## src/rtl/k12a_clock_seq_pkg.sv

```systemverilog
// rtl/k12a_clock_seq_pkg.sv - shared types and defaults for the K12A clock sequencer
// Contents:
//   clkseq_state_t       sequencer states: reset hold, halted, clock high phase, clock low phase
//   CLKSEQ_RESET_CYCLES  default number of sys cycles the CPU reset is held after board reset
//   CLKSEQ_WAIT_WIDTH    default width of the wait-state input
package k12a_clock_seq_pkg;

    typedef enum logic [1:0] {
        CS_RESET = 2'd0,
        CS_HALT  = 2'd1,
        CS_HIGH  = 2'd2,
        CS_LOW   = 2'd3
    } clkseq_state_t;

    localparam int CLKSEQ_RESET_CYCLES = 4;
    localparam int CLKSEQ_WAIT_WIDTH   = 3;

endpackage

```

## src/rtl/k12a_wait_counter.sv

```systemverilog
// rtl/k12a_wait_counter.sv - loadable saturating down-counter with zero flag
// Ports:
//   clk         clock, all changes on posedge
//   resetn      synchronous active-low reset, loads RESET_VALUE
//   load        load load_value (has priority over dec)
//   load_value  value to load
//   dec         decrement by one; holds at zero, never wraps
//   count       current count
//   zero        count == 0
module k12a_wait_counter #(
    parameter int               WIDTH       = 3,
    parameter logic [WIDTH-1:0] RESET_VALUE = '0
) (
    input  logic             clk,
    input  logic             resetn,
    input  logic             load,
    input  logic [WIDTH-1:0] load_value,
    input  logic             dec,
    output logic [WIDTH-1:0] count,
    output logic             zero
);

    always_ff @(posedge clk) begin
        if (!resetn) begin
            count <= RESET_VALUE;
        end else if (load) begin
            count <= load_value;
        end else if (dec && (count != '0)) begin
            count <= count - WIDTH'(1);
        end
    end

    assign zero = (count == '0);

endmodule

```

## src/rtl/k12a_clock_seq.sv

```systemverilog
// rtl/k12a_clock_seq.sv - K12A CPU clock sequencer with run/halt/step and wait-state stretching
// Ports:
//   sys_clock    system clock, all state changes on posedge
//   reset_n      synchronous active-low reset
//   run_req      pulse: start continuous run (only honoured while halted)
//   halt_req     pulse: stop at the next CPU cycle boundary (held until taken)
//   step_req     pulse: run exactly one CPU cycle (only honoured while halted)
//   wait_states  extra low-phase sys cycles, captured during the high phase
//   cpu_halt     core HALT indication, looked at in the last low-phase cycle
//   cpu_clock    registered CPU clock
//   cpu_reset_n  registered active-low CPU reset
//   async_write  sys_clock gated by the registered last-low-cycle write window
//   running      continuous run in progress
//   cycle_done   one sys-cycle pulse after each completed CPU cycle
module k12a_clock_seq
    import k12a_clock_seq_pkg::*;
#(
    parameter int WAIT_WIDTH   = CLKSEQ_WAIT_WIDTH,
    parameter int RESET_CYCLES = CLKSEQ_RESET_CYCLES
) (
    input  logic                  sys_clock,
    input  logic                  reset_n,
    input  logic                  run_req,
    input  logic                  halt_req,
    input  logic                  step_req,
    input  logic [WAIT_WIDTH-1:0] wait_states,
    input  logic                  cpu_halt,
    output logic                  cpu_clock,
    output logic                  cpu_reset_n,
    output logic                  async_write,
    output logic                  running,
    output logic                  cycle_done
);

    // Reset hold counter starts at RESET_CYCLES-1 so the release happens on
    // the RESET_CYCLES-th posedge after reset_n goes high.
    localparam int              RCW     = (RESET_CYCLES > 1) ? $clog2(RESET_CYCLES) : 1;
    localparam logic [RCW-1:0]  RC_INIT = RCW'(RESET_CYCLES - 1);

    clkseq_state_t         state, state_n;
    logic                  halt_pend, halt_pend_n;
    logic                  step_flag, step_flag_n;
    logic                  running_n;
    logic                  cpu_reset_n_n;
    logic                  write_win, write_win_n;

    logic                  wc_load, wc_dec, wc_zero;
    logic [WAIT_WIDTH-1:0] wc_count;
    logic                  rc_dec, rc_zero;
    logic [RCW-1:0]        rc_count;

    k12a_wait_counter #(.WIDTH(WAIT_WIDTH), .RESET_VALUE('0)) u_wait_cnt (
        .clk        (sys_clock),
        .resetn     (reset_n),
        .load       (wc_load),
        .load_value (wait_states),
        .dec        (wc_dec),
        .count      (wc_count),
        .zero       (wc_zero)
    );

    k12a_wait_counter #(.WIDTH(RCW), .RESET_VALUE(RC_INIT)) u_reset_cnt (
        .clk        (sys_clock),
        .resetn     (reset_n),
        .load       (1'b0),
        .load_value ('0),
        .dec        (rc_dec),
        .count      (rc_count),
        .zero       (rc_zero)
    );

    always_comb begin
        state_n       = state;
        halt_pend_n   = halt_pend;
        step_flag_n   = step_flag;
        running_n     = running;
        cpu_reset_n_n = cpu_reset_n;
        wc_load       = 1'b0;
        wc_dec        = 1'b0;
        rc_dec        = (state == CS_RESET) && (rc_count != '0);

        unique case (state)
            CS_RESET: begin
                if (rc_zero) begin
                    state_n       = CS_HALT;
                    cpu_reset_n_n = 1'b1;
                end
            end
            CS_HALT: begin
                // halt_req is dropped here; run beats step when both arrive.
                if (run_req) begin
                    state_n   = CS_HIGH;
                    running_n = 1'b1;
                end else if (step_req) begin
                    state_n     = CS_HIGH;
                    step_flag_n = 1'b1;
                end
            end
            CS_HIGH: begin
                wc_load = 1'b1;
                state_n = CS_LOW;
                if (halt_req) halt_pend_n = 1'b1;
            end
            CS_LOW: begin
                if (!wc_zero) begin
                    wc_dec = 1'b1;
                    if (halt_req) halt_pend_n = 1'b1;
                end else if (halt_pend || halt_req || cpu_halt || step_flag || !running) begin
                    state_n     = CS_HALT;
                    running_n   = 1'b0;
                    halt_pend_n = 1'b0;
                    step_flag_n = 1'b0;
                end else begin
                    state_n = CS_HIGH;
                end
            end
            default: state_n = CS_RESET;
        endcase

        // Window is set for the cycle in which the stretched low phase will
        // have reached zero: straight from HIGH with no wait states, or when
        // the counter is about to step from 1 to 0.
        write_win_n = (state_n == CS_LOW) &&
                      (wc_load ? (wait_states == '0) : (wc_count == WAIT_WIDTH'(1)));
    end

    always_ff @(posedge sys_clock) begin
        if (!reset_n) begin
            state       <= CS_RESET;
            halt_pend   <= 1'b0;
            step_flag   <= 1'b0;
            running     <= 1'b0;
            cpu_clock   <= 1'b0;
            cpu_reset_n <= 1'b0;
            write_win   <= 1'b0;
            cycle_done  <= 1'b0;
        end else begin
            state       <= state_n;
            halt_pend   <= halt_pend_n;
            step_flag   <= step_flag_n;
            running     <= running_n;
            cpu_clock   <= (state_n == CS_HIGH);
            cpu_reset_n <= cpu_reset_n_n;
            write_win   <= write_win_n;
            cycle_done  <= (state == CS_LOW) && wc_zero;
        end
    end

    assign async_write = sys_clock & write_win;

endmodule

```

## config.mk

```make
export PLATFORM = sky130hd
export DESIGN_NAME = k12a_clock_seq
export DESIGN_NICKNAME = d
export VERILOG_FILES = /design/src/rtl/k12a_clock_seq_pkg.sv /design/src/rtl/k12a_wait_counter.sv /design/src/rtl/k12a_clock_seq.sv
export SDC_FILE = /design/constraint.sdc
export NUM_CORES = 1
export LEC_CHECK = 0
export CORE_MARGIN = 2
export CORE_UTILIZATION = 45
export DETAILED_ROUTE_END_ITERATION = 8
export GPL_TIMING_DRIVEN = 0
export MAX_ROUTING_LAYER = met4
export PLACE_DENSITY = 0.71
export REMOVE_ABC_BUFFERS = 1
export SLEW_MARGIN = 30
export SYNTH_ARGS = -nofsm -noshare
export SYNTH_HDL_FRONTEND = slang
export SYNTH_SLANG_ARGS = --single-unit
export TNS_END_PERCENT = 50
```

## constraint.sdc

```tcl
create_clock -name sys_clock -period 1.5 [get_ports sys_clock]
set_input_delay 0.45 -clock sys_clock [delete_from_list [all_inputs] [get_ports sys_clock]]
set_output_delay 0.45 -clock sys_clock [all_outputs]
set_load 0.005 [all_outputs]
```

==> out/summary.txt <==
============================================================================
Number of placed cells counting well taps                                105
Hold Vio Cnt, Final                                                        0
Clock latency on the worst-skew pair                                  400 ps
Setup repair after global routing missed its margin                      yes
Global-route wire length before repair                               2.19 mm
Vias in the first global route                                           538
Detailed-route vias per instance                                        5.43
Worst endpoint required time                                         1050 ps
Type of destination of the critical path                          output pin
Global router's overall resource usage                                 17.2%
Total iterations of the first detailed-routing run                         6
Sort of element at the start of the critical path                 clock port
Synthesized instance count                                                79
Routability-driven placement congestion ratio                          0.708
Arrival time at the worst endpoint                                   1080 ps
Fin nets                                                                 111
Worst Clk Skew                                                       4.31 ps
Summed instance area of the synthesized netlist                      694 µm²
Maxcap violations                                                          0
Layout overhead on the synthesized area                                36.2%
Number of placed I/O pins                                                 14
Setup slack of the critical path after layout                       -33.7 ps
Antenna Violating Nets Remaining                                           0
Initial DRC Count                                                         13
Total overflow reported by the global router                               0
Area of placed instances                                             831 µm²
Largest net degree at the start of global routing                         13
Post-synth cell types                                                     34
Avg Cell Area, Syn                                                  8.79 µm²
Multi-input gate area                                                408 µm²
Violated checks                                                 negative setup slack
Proportion of layout cells with a drive suffix above 1                 26.8%
Number of standard-cell rows in the floorplan                             14
Yosys synthesis warning count                                              0
Top library cells by usage in the layout, fill and taps aside   sky130_fd_sc_hd__dfxtp_1, sky130_fd_sc_hd__clkdlybuf4s50_1, sky130_fd_sc_hd__inv_1, sky130_fd_sc_hd__nand2_1
Die boundary height                                                  43.3 µm
Routed length per instance                                           12.2 µm
Outcome                                                         finished, violations left
Worst hold stages                                                          2
Final setup violating endpoints                                            2
Die area                                                            1870 µm²
Die outline width                                                    43.3 µm
Initial antenna violation count                                            0
WL final                                                             1.38 mm
Initial Util                                                           47.2%
N_diodes                                                                   0
Area of the core                                                    1470 µm²
Share of synthesized area occupied by flip-flops and latches           40.4%
Detailed-route via count                                                 614
P per Cell Area                                                  1260 nW/µm²
DRC violations left                                                        0
Worst slew margin relative to its limit                                74.8%
Number of synthesized register bits                                       14
Critical path class                                                  clk2out
Final sum of negative setup slack                                   -34.0 ps
Tightest Hold Check Type                                             reg2reg
CTS clock-pin slew for the worst setup and hold paths                  80 ps
Leading cell type in the layout, fill and taps excluded         sky130_fd_sc_hd__dfxtp_1
Final count of pins violating max slew                                     0
Finished Layout Cells                                                    113
Quantity of I/O buffers inserted on ports                                 13
Core occupancy in the finished layout                                  64.3%
Total non-filler cell area in the finished layout                    946 µm²
TritonCTS clock tree                                                     yes
Actual slew at the worst max-slew pin                                 377 ps
Number of hold-repair buffers added at the cts stage                       0
Register cell area after layout                                      285 µm²
Highest net fanout along the worst path                                    2
LEAKAGE                                                             0.388 nW
Largest vdd supply drop                                               809 µV
Fill cell total of the finished layout                                   133
Worst r2r path cells                                                       4
DPL Wire Length                                                       887 µm
============================================================================
## report_power, final
| group | internal (W) | leakage (nW) | switching (W) |
|---|---|---|---|
| Combinational | 0.000174 | 0.229 | 0.000150 |
| Clock | 0.000234 | 0.0433 | 0.000148 |
| Sequential | 0.000432 | 0.116 | 0.0000521 |
| Total | 0.000840 | 0.388 | 0.000350 |
## per-stage QoR
| stage | total power (W) | setup slack [ps] | hold WS, ps |
|---|---|---|---|
| 3_5_place_dp | 0.000767 | -255 | 487 |
| 4_1_cts | 0.00116 | -42.8 | 491 |
| 6_report | 0.00119 | -33.7 | 485 |
| 2_1_floorplan | 0.000675 | 82.8 | 453 |
| 5_1_grt | 0.00127 | -52.5 | 524 |
| 3_3_place_gp | 0.000762 | -256 | 467 |
## worst paths after layout
path,end,startpoint,slack [ps]
setup / recovery,async_write,sys_clock,-30
hold / removal,cpu_reset_n$_SDFFE_PN0P_,cpu_reset_n$_SDFFE_PN0P_,490
setup reg to reg,write_win$_SDFF_PN0_,running$_SDFFE_PN0P_,0
hold reg to reg,cpu_reset_n$_SDFFE_PN0P_,cpu_reset_n$_SDFFE_PN0P_,490
## layout make-up
cell class / count / area share (%)
repair buffers: 14 / 13.8
inverters: 8 / 3.57
flip-flops and latches: 14 / 30.2
well taps: 16 / 2.12
clock buffers: 7 / 7.28
multi-input cells: 54 / 43.1
## metal layers
layer	vias to the layer above	global-route usage (%)	share of wire [%]
met3	5	6.81	4.7
met2	18	24.2	44
met5	-	-	0
li1	314	-	-
met4	0	14.5	2.9
met1	277	18.5	48
## state kept, by name, summed over array words and instances (netlist names)
signal and count:
state 2, cycle_done 1, cpu_reset_n 1, step_flag 1, cpu_clock 1, halt_pend 1
u_reset_cnt.count 2, running 1, write_win 1, u_wait_cnt.count 3
## critical path, stage by stage
cell	delay [ps]
sky130_fd_sc_hd__clkbuf_8	100
sky130_fd_sc_hd__and2_4	130
sky130_fd_sc_hd__buf_6	100
## cells in the mapped netlist
cell type | n | area share, %
sky130_fd_sc_hd__or3_4 | 1 | 1.6
sky130_fd_sc_hd__o21a_1 | 1 | 1.1
sky130_fd_sc_hd__a31oi_1 | 2 | 1.8
sky130_fd_sc_hd__nor4_1 | 2 | 1.8
sky130_fd_sc_hd__mux2_2 | 1 | 1.6
sky130_fd_sc_hd__o211a_1 | 1 | 1.4
sky130_fd_sc_hd__nor3_1 | 1 | 0.72
sky130_fd_sc_hd__buf_2 | 2 | 1.4
sky130_fd_sc_hd__and2_1 | 3 | 2.7
sky130_fd_sc_hd__xnor2_1 | 1 | 1.3
sky130_fd_sc_hd__a31o_2 | 1 | 1.3
sky130_fd_sc_hd__o31a_1 | 1 | 1.3
sky130_fd_sc_hd__dfxtp_1 | 14 | 40
sky130_fd_sc_hd__o211ai_1 | 2 | 2.2
sky130_fd_sc_hd__or3_1 | 1 | 0.90
sky130_fd_sc_hd__a21boi_0 | 2 | 2.2
sky130_fd_sc_hd__clkinv_1 | 1 | 0.54
sky130_fd_sc_hd__nor4b_1 | 2 | 2.5
sky130_fd_sc_hd__clkbuf_1 | 1 | 0.54
sky130_fd_sc_hd__or2_2 | 1 | 0.90
sky130_fd_sc_hd__nand3b_1 | 1 | 1.1
sky130_fd_sc_hd__nor2b_1 | 2 | 1.8
sky130_fd_sc_hd__or3b_1 | 1 | 1.3
sky130_fd_sc_hd__ha_1 | 4 | 7.2
sky130_fd_sc_hd__nor3b_1 | 2 | 2.2
sky130_fd_sc_hd__nor2_1 | 4 | 2.2
sky130_fd_sc_hd__inv_1 | 7 | 3.8
sky130_fd_sc_hd__nand2b_1 | 1 | 0.90
sky130_fd_sc_hd__o22ai_1 | 2 | 1.8
sky130_fd_sc_hd__a21oi_1 | 2 | 1.4
sky130_fd_sc_hd__nand2_1 | 6 | 3.2
sky130_fd_sc_hd__o21ai_0 | 4 | 2.9
sky130_fd_sc_hd__and3_1 | 1 | 0.90
sky130_fd_sc_hd__a221oi_1 | 1 | 1.3
## timing repair
action | CTS | global route
pin swaps | 1 | 4
gates resized for setup | 16 | 10
setup buffers | 1 | 2
endpoints found under the setup margin | 9 | 7
## cell families after synthesis
logic type | after synthesis | synth area share, %
simple gates | 29 | 24.7
flops | 14 | 40.4
xor+xnor | 1 | 1.26
compound gates | 19 | 18.6
fa+ha+maj | 4 | 7.21
buf+inv | 11 | 6.31
mux | 1 | 1.62
No activity file was read; power rests on OpenSTA's default activity.
